[config.mk]
export PLATFORM = sky130hd
export DESIGN_NAME = vga_rx_decoder
export DESIGN_NICKNAME = d
export VERILOG_FILES = /design/src/rtl/vga_rx_decoder.sv
export SDC_FILE = /design/constraint.sdc
export NUM_CORES = 1
export LEC_CHECK = 0
export CORE_UTILIZATION = 50
export CTS_BUF_LIST = sky130_fd_sc_hd__clkbuf_8 sky130_fd_sc_hd__clkbuf_16
export CTS_CLUSTER_SIZE = 40
export DETAILED_ROUTE_END_ITERATION = 16
export PLACE_DENSITY = 0.76
export SETUP_SLACK_MARGIN = 0.05
export SYNTH_ARGS = -nofsm -noshare
export SYNTH_HDL_FRONTEND = slang
export SYNTH_SLANG_ARGS = --single-unit
[constraint.sdc]
create_clock -name clk -period 3.2 [get_ports clk]
set_clock_uncertainty 0.05 [all_clocks]
set_input_delay 0.32 -clock clk [delete_from_list [all_inputs] [get_ports clk]]
set_output_delay 0.32 -clock clk [all_outputs]
set_load 0.005 [all_outputs]
[src/rtl/vga_rx_decoder.sv]
// Receive-side VGA timing decoder: rebuilds x/y/de from hsync/vsync/rgb, measures
// line/frame geometry, tracks lock and captures rgb at one programmable pixel.
module vga_rx_decoder #(
    parameter int   H_ACTIVE    = 640,
    parameter int   H_BP        = 48,
    parameter int   V_ACTIVE    = 480,
    parameter int   V_BP        = 33,
    parameter logic SYNC_ACT    = 1'b0,
    parameter int   LOCK_FRAMES = 2,
    parameter int   H_TIMEOUT   = 2048
) (
    input  logic        clk,
    input  logic        reset,
    input  logic        pix_en,
    input  logic        hsync,
    input  logic        vsync,
    input  logic [11:0] rgb,
    input  logic [9:0]  cap_x,
    input  logic [9:0]  cap_y,
    output logic [9:0]  x,
    output logic [9:0]  y,
    output logic        de,
    output logic [11:0] rgb_out,
    output logic        frame_start,
    output logic [11:0] line_len,
    output logic [10:0] frame_lines,
    output logic        locked,
    output logic [11:0] cap_rgb,
    output logic        cap_valid
);

    localparam logic [11:0] H_LO   = 12'(H_BP);
    localparam logic [11:0] H_HI   = 12'(H_BP + H_ACTIVE);
    localparam logic [10:0] V_LO   = 11'(V_BP);
    localparam logic [10:0] V_HI   = 11'(V_BP + V_ACTIVE);
    localparam logic [11:0] TO_LIM = 12'(H_TIMEOUT);
    localparam logic [3:0]  LF     = 4'(LOCK_FRAMES);

    typedef enum logic [1:0] {SEARCH, TRACK, LOCKED} state_t;

    logic        hs_q, hs_p_q, vs_q, vs_p_q;
    logic [11:0] rgb1_q, rgb2_q;
    logic [11:0] h_cnt_q, h_cnt_d;
    logic [10:0] v_cnt_q, v_cnt_d;
    logic [11:0] ll_cnt_q, ll_cnt_d, line_len_q, line_len_d;
    logic [10:0] fl_cnt_q, fl_cnt_d, frame_lines_q, frame_lines_d, fl_now;
    state_t      state_q, state_d;
    logic [11:0] ref_ll_q, ref_ll_d;
    logic [10:0] ref_fl_q, ref_fl_d;
    logic [3:0]  match_q, match_d;
    logic        skip_q, skip_d;
    logic [9:0]  x_q, y_q, x_d, y_d, h_off, v_off;
    logic        de_q, de_next, hit;
    logic [11:0] rgb_out_q, cap_rgb_q;
    logic        frame_start_q, cap_valid_q;
    logic        hs_lead, hs_trail, vs_lead, vs_trail, timeout, geom_same;

    always_comb begin
        hs_lead  = (hs_q == SYNC_ACT) && (hs_p_q != SYNC_ACT);
        hs_trail = (hs_q != SYNC_ACT) && (hs_p_q == SYNC_ACT);
        vs_lead  = (vs_q == SYNC_ACT) && (vs_p_q != SYNC_ACT);
        vs_trail = (vs_q != SYNC_ACT) && (vs_p_q == SYNC_ACT);

        h_cnt_d = hs_trail ? 12'd0 : (&h_cnt_q ? h_cnt_q : h_cnt_q + 12'd1);
        v_cnt_d = v_cnt_q;
        if (vs_trail)
            v_cnt_d = 11'd0;
        else if (hs_trail && !(&v_cnt_q))
            v_cnt_d = v_cnt_q + 11'd1;

        // A line whose hsync edge coincides with the vsync edge belongs to the ending frame
        ll_cnt_d      = hs_lead ? 12'd1 : (&ll_cnt_q ? ll_cnt_q : ll_cnt_q + 12'd1);
        fl_now        = (hs_lead && !(&fl_cnt_q)) ? fl_cnt_q + 11'd1 : fl_cnt_q;
        fl_cnt_d      = vs_lead ? 11'd0 : fl_now;
        timeout       = !hs_lead && (ll_cnt_q >= TO_LIM);
        line_len_d    = timeout ? 12'd0 : (hs_lead ? ll_cnt_q : line_len_q);
        frame_lines_d = vs_lead ? fl_now : frame_lines_q;
        geom_same     = (line_len_d == ref_ll_q) && (frame_lines_d == ref_fl_q);

        de_next = (h_cnt_q >= H_LO) && (h_cnt_q < H_HI) && (v_cnt_q >= V_LO) && (v_cnt_q < V_HI);
        h_off   = 10'(h_cnt_q - H_LO);
        v_off   = 10'(v_cnt_q - V_LO);
        x_d     = de_next ? h_off : x_q;
        y_d     = de_next ? v_off : y_q;
        hit     = de_next && (h_off == cap_x) && (v_off == cap_y);
    end

    always_comb begin
        state_d  = state_q;
        ref_ll_d = ref_ll_q;
        ref_fl_d = ref_fl_q;
        match_d  = match_q;
        skip_d   = skip_q;
        if (timeout) begin
            state_d = SEARCH;
        end else begin
            case (state_q)
                SEARCH: if (vs_lead) begin
                    // The frame ending at the first vsync after reset is partial
                    if (skip_q) begin
                        skip_d = 1'b0;
                    end else begin
                        ref_ll_d = line_len_d;
                        ref_fl_d = frame_lines_d;
                        match_d  = 4'd1;
                        state_d  = (LF <= 4'd1) ? LOCKED : TRACK;
                    end
                end
                TRACK: if (vs_lead) begin
                    if (geom_same) begin
                        match_d = match_q + 4'd1;
                        if (match_q + 4'd1 >= LF)
                            state_d = LOCKED;
                    end else begin
                        ref_ll_d = line_len_d;
                        ref_fl_d = frame_lines_d;
                        match_d  = 4'd1;
                    end
                end
                LOCKED: begin
                    if ((vs_lead && !geom_same) || (hs_lead && (ll_cnt_q != ref_ll_q)))
                        state_d = SEARCH;
                end
                default: state_d = SEARCH;
            endcase
        end
    end

    always_ff @(posedge clk) begin
        if (reset) begin
            hs_q          <= ~SYNC_ACT;
            hs_p_q        <= ~SYNC_ACT;
            vs_q          <= ~SYNC_ACT;
            vs_p_q        <= ~SYNC_ACT;
            rgb1_q        <= '0;
            rgb2_q        <= '0;
            h_cnt_q       <= '0;
            v_cnt_q       <= '0;
            ll_cnt_q      <= '0;
            fl_cnt_q      <= '0;
            line_len_q    <= '0;
            frame_lines_q <= '0;
            state_q       <= SEARCH;
            ref_ll_q      <= '0;
            ref_fl_q      <= '0;
            match_q       <= '0;
            skip_q        <= 1'b1;
            x_q           <= '0;
            y_q           <= '0;
            de_q          <= 1'b0;
            rgb_out_q     <= '0;
            cap_rgb_q     <= '0;
            frame_start_q <= 1'b0;
            cap_valid_q   <= 1'b0;
        end else begin
            frame_start_q <= 1'b0;
            cap_valid_q   <= 1'b0;
            if (pix_en) begin
                hs_q          <= hsync;
                hs_p_q        <= hs_q;
                vs_q          <= vsync;
                vs_p_q        <= vs_q;
                rgb1_q        <= rgb;
                // Counters lag the input register by one tick, so rgb needs one more stage
                rgb2_q        <= rgb1_q;
                h_cnt_q       <= h_cnt_d;
                v_cnt_q       <= v_cnt_d;
                ll_cnt_q      <= ll_cnt_d;
                fl_cnt_q      <= fl_cnt_d;
                line_len_q    <= line_len_d;
                frame_lines_q <= frame_lines_d;
                frame_start_q <= vs_lead;
                state_q       <= state_d;
                ref_ll_q      <= ref_ll_d;
                ref_fl_q      <= ref_fl_d;
                match_q       <= match_d;
                skip_q        <= skip_d;
                x_q           <= x_d;
                y_q           <= y_d;
                de_q          <= de_next;
                rgb_out_q     <= rgb2_q;
                cap_valid_q   <= hit;
                if (hit)
                    cap_rgb_q <= rgb2_q;
            end
        end
    end

    assign x           = x_q;
    assign y           = y_q;
    assign de          = de_q;
    assign rgb_out     = rgb_out_q;
    assign frame_start = frame_start_q;
    assign line_len    = line_len_q;
    assign frame_lines = frame_lines_q;
    assign locked      = (state_q == LOCKED);
    assign cap_rgb     = cap_rgb_q;
    assign cap_valid   = cap_valid_q;

endmodule

==> summary.md <==
| Metric | Value |
|---|---|
| Status | `completed` |
| Placed Cells | `1301` |
| Register-to-register setup slack | `0.13 ns` |
| RSZ-0062 raised after global routing | `yes` |
| Placed Area | `10100 um^2` |
| Min-Delay Path Depth | `3` |
| Max-slew headroom | `28.5%` |
| Seq/Total Area, Yosys | `40.7%` |
| Most common cell in the synthesized netlist | `dfxtp_1` |
| Most used DFF post-synth | `dfxtp_1` |
| Top area cells in the synthesized netlist | `dfxtp_1, mux2i_1, nor2_1, xnor2_1, xor2_1` |
| Wire length per cell | `15.9 um` |
| Clock tree buffer depth | `2` |
| Layout Nets | `1152` |
| Worst hold start | `reset` |
| Element type at the critical path start | `flip-flop` |
| Reg2reg path depth | `11` |
| Detailed-router iteration count before antenna repair | `7` |
| Synth warnings | `0` |
| Die width | `133 um` |
| Leading area contributor after synthesis | `dfxtp_1` |
| Max Cap Viol | `0` |
| Worst skew pair latency | `0.44 ns` |
| TritonCTS buffer count | `17` |
| Worst setup EP type | `flip-flop` |
| Total GRT Usage | `24.4%` |
| Via density per instance | `5.57` |
| Period utilisation layout | `95.9%` |
| Library cells used by synthesis | `61` |
| Starting Density | `51.5%` |
| CTS sink cnt | `174` |
| Final TNS setup | `0 ns` |
| Mapped Area | `8570 um^2` |
| Post-DP HPWL | `14300 um` |
| PnR worst setup slack | `0.130 ns` |
| Post-synth top area share | `40.7%` |
| Post-synth net total | `1039` |
| Antenna Nets Post-Route | `0` |
| Initial antenna violation count | `0` |
| Total number of vias | `7442` |
| # DRC | `0` |
| Worst-margin pin slew | `1.06 ns` |
| Worst flop-to-flop path startpoint | `fl_cnt_q[1]` |
| Number of global-route vias before repair | `6873` |
| Post-synth top cells | `dfxtp_1, nor2_1, mux2i_1` |
| Total gr overflow | `0` |
| Worst hold slack | `0.266 ns` |
| CTS H-tree depth | `4` |
| Num ports | `108` |
| Die area | `17700 um^2` |
| Layout cells sized above 1 | `12.3%` |
| Hold WC Path Type | `input port to flip-flop` |
| Overall Power | `4.84 mW` |
| Post-synth EDFFs | `0` |
| WHS Endpoint | `hs_q` |
| Final wirelength | `21200 um` |
| Async SR Flop Fraction | `0%` |
| Syn-to-layout area delta | `26.4%` |
| First-pass GRT wire length | `34700 um` |
| Fin crit period | `3.07 ns` |
| Yosys reg bits | `174` |
| Post-route design area | `10800 um^2` |
| Dpl ws | `0.0512 ns` |
| Maximum clock frequency | `326 MHz` |
| Clock transition at path regs | `0.07 ns` |
| Slew Limit Fails | `0` |
| Initial DRC Count | `518` |
| Leak Pwr | `4.01 nW` |
| Final hold vios | `0` |
| Final core occ | `65.1%` |
| Ant. Diodes | `0` |
| WP data required | `3.51 ns` |
| Setup violation total in the final timing report | `0` |
| Finished Layout Cells | `1337` |
| Largest net degree at the start of global routing | `133` |
| Crit path DAT | `3.38 ns` |
| Clock root cell | `clkbuf_16` |
| CORE AREA | `16600 um^2` |
| P per Cell Area | `447 nW/um^2` |
| Post-Synthesis Cells | `991` |
| Routability Congestion | `0.898` |
| Mean Syn Cell Area | `8.64 um^2` |
| Die extent in y | `133 um` |
| WS Path Type | `flip-flop to flip-flop` |
| Peak supply drop | `0.393 mV` |
| Critical R2R Capture | `match_q[1]` |
| Site Rows | `47` |
| Port bufs | `107` |
| CTS tree | `built` |
| Worst-path maximum fanout | `11` |
[area by class of cell]
| cell class | count | area (um^2) |
|---|---|---|
| timing repair buffer | 165 | 1550 |
| multi-input combinational | 730 | 4820 |
| sequential | 174 | 3490 |
| clock buffer | 17 | 425 |
| inverter | 16 | 60.1 |
| clock inverter | 15 | 215 |
| fill | 1384 | 5810 |
| tap | 220 | 275 |
[timing repair]
item	4_1_cts	5_1_grt
gates cloned	0	1
gates resized for setup	1	20
hold buffers	0	0
setup endpoints to repair	3	34
buffers inserted	0	3
pin swaps	0	3
[sequential cells by signal, summed over array words and instances (netlist names), 2 cells and up]
signal       flops
state_q          2
y               10
rgb1_q          12
h_cnt_q         12
ref_fl_q        11
line_len        12
cap_rgb         12
ref_ll_q        12
rgb_out         12
rgb2_q          12
frame_lines     11
v_cnt_q         11
x               10
match_q          4
ll_cnt_q        12
fl_cnt_q        11
[report_power, final]
group	switching (mW)	internal, mW	leakage, nW
clock	1.03	1.15	0.310
sequential	0.0355	2.20	1.41
combinational	0.212	0.206	2.28
total	1.28	3.56	4.01
[how the worst max path moves through the flow]
| stage | from | endpoint | slack, ns | cells past startpoint |
|---|---|---|---|---|
| 4_1_cts | fl_cnt_q[1] | match_q[1] | 0.05 | 12 |
| 3_3_place_gp | fl_cnt_q[1] | match_q[1] | 0.09 | 14 |
| 2_1_floorplan | fl_cnt_q[1] | ref_ll_q[10] | 0.07 | 13 |
| 3_5_place_dp | fl_cnt_q[1] | match_q[1] | 0.05 | 14 |
| 6_report | fl_cnt_q[1] | match_q[1] | 0.13 | 11 |
| 5_1_grt | fl_cnt_q[1] | ref_fl_q[7] | 0.02 | 12 |
[layer usage]
| layer | global-route usage [%] | vias to the layer above | wire length [um] |
|---|---|---|---|
| met5 | 0 | - | 0 |
| met4 | 8.43 | 0 | 475 |
| met3 | 5.67 | 38 | 1240 |
| met2 | 37.7 | 243 | 9680 |
| met1 | 33.1 | 3487 | 9840 |
| li1 | - | 3674 | - |
[worst max-delay path, stage by stage (launching register included)]
cell,delay (ns)
dfxtp_2,0.36
ha_4,0.15
nand4_1,0.11
or3_1,0.34
a221o_1,0.35
a21o_1,0.20
a2111oi_4,0.30
nor4b_4,0.33
nand4_4,0.19
buf_6,0.19
or3_1,0.30
a21oi_1,0.13
[cells in the final DEF, fill, tap and decap left out, types with 9 or more instances in the layout]
| master | count |
|---|---|
| xnor2_1 | 57 |
| and2_1 | 9 |
| a21oi_1 | 53 |
| o21ai_0 | 27 |
| inv_1 | 14 |
| or3_1 | 11 |
| a211oi_1 | 33 |
| a211oi_2 | 12 |
| xor2_1 | 35 |
| nand2_1 | 67 |
| dfxtp_1 | 166 |
| clkbuf_16 | 17 |
| nor2b_1 | 16 |
| nor3_1 | 22 |
| nor2_1 | 162 |
| buf_4 | 55 |
| nand3_1 | 22 |
| mux2i_1 | 77 |
| nand2b_1 | 10 |
| clkdlybuf4s50_1 | 105 |
| ha_1 | 10 |
| nand4_1 | 21 |
[logic make-up (layout without fill, tap and decap cells)]
family / after synthesis / in the layout / share of synthesized area (%)
XOR/XNOR: 94 / 94 / 9.61
buffers and inverters: 88 / 213 / 4.29
AO/OA/AOI/OAI: 165 / 165 / 13.1
flip-flops: 174 / 174 / 40.7
adder cells (fa/ha/maj): 11 / 11 / 1.61
multiplexers: 77 / 77 / 9.00
AND/OR/NAND/NOR: 382 / 383 / 21.7
Power figures use the tool's default switching activity.
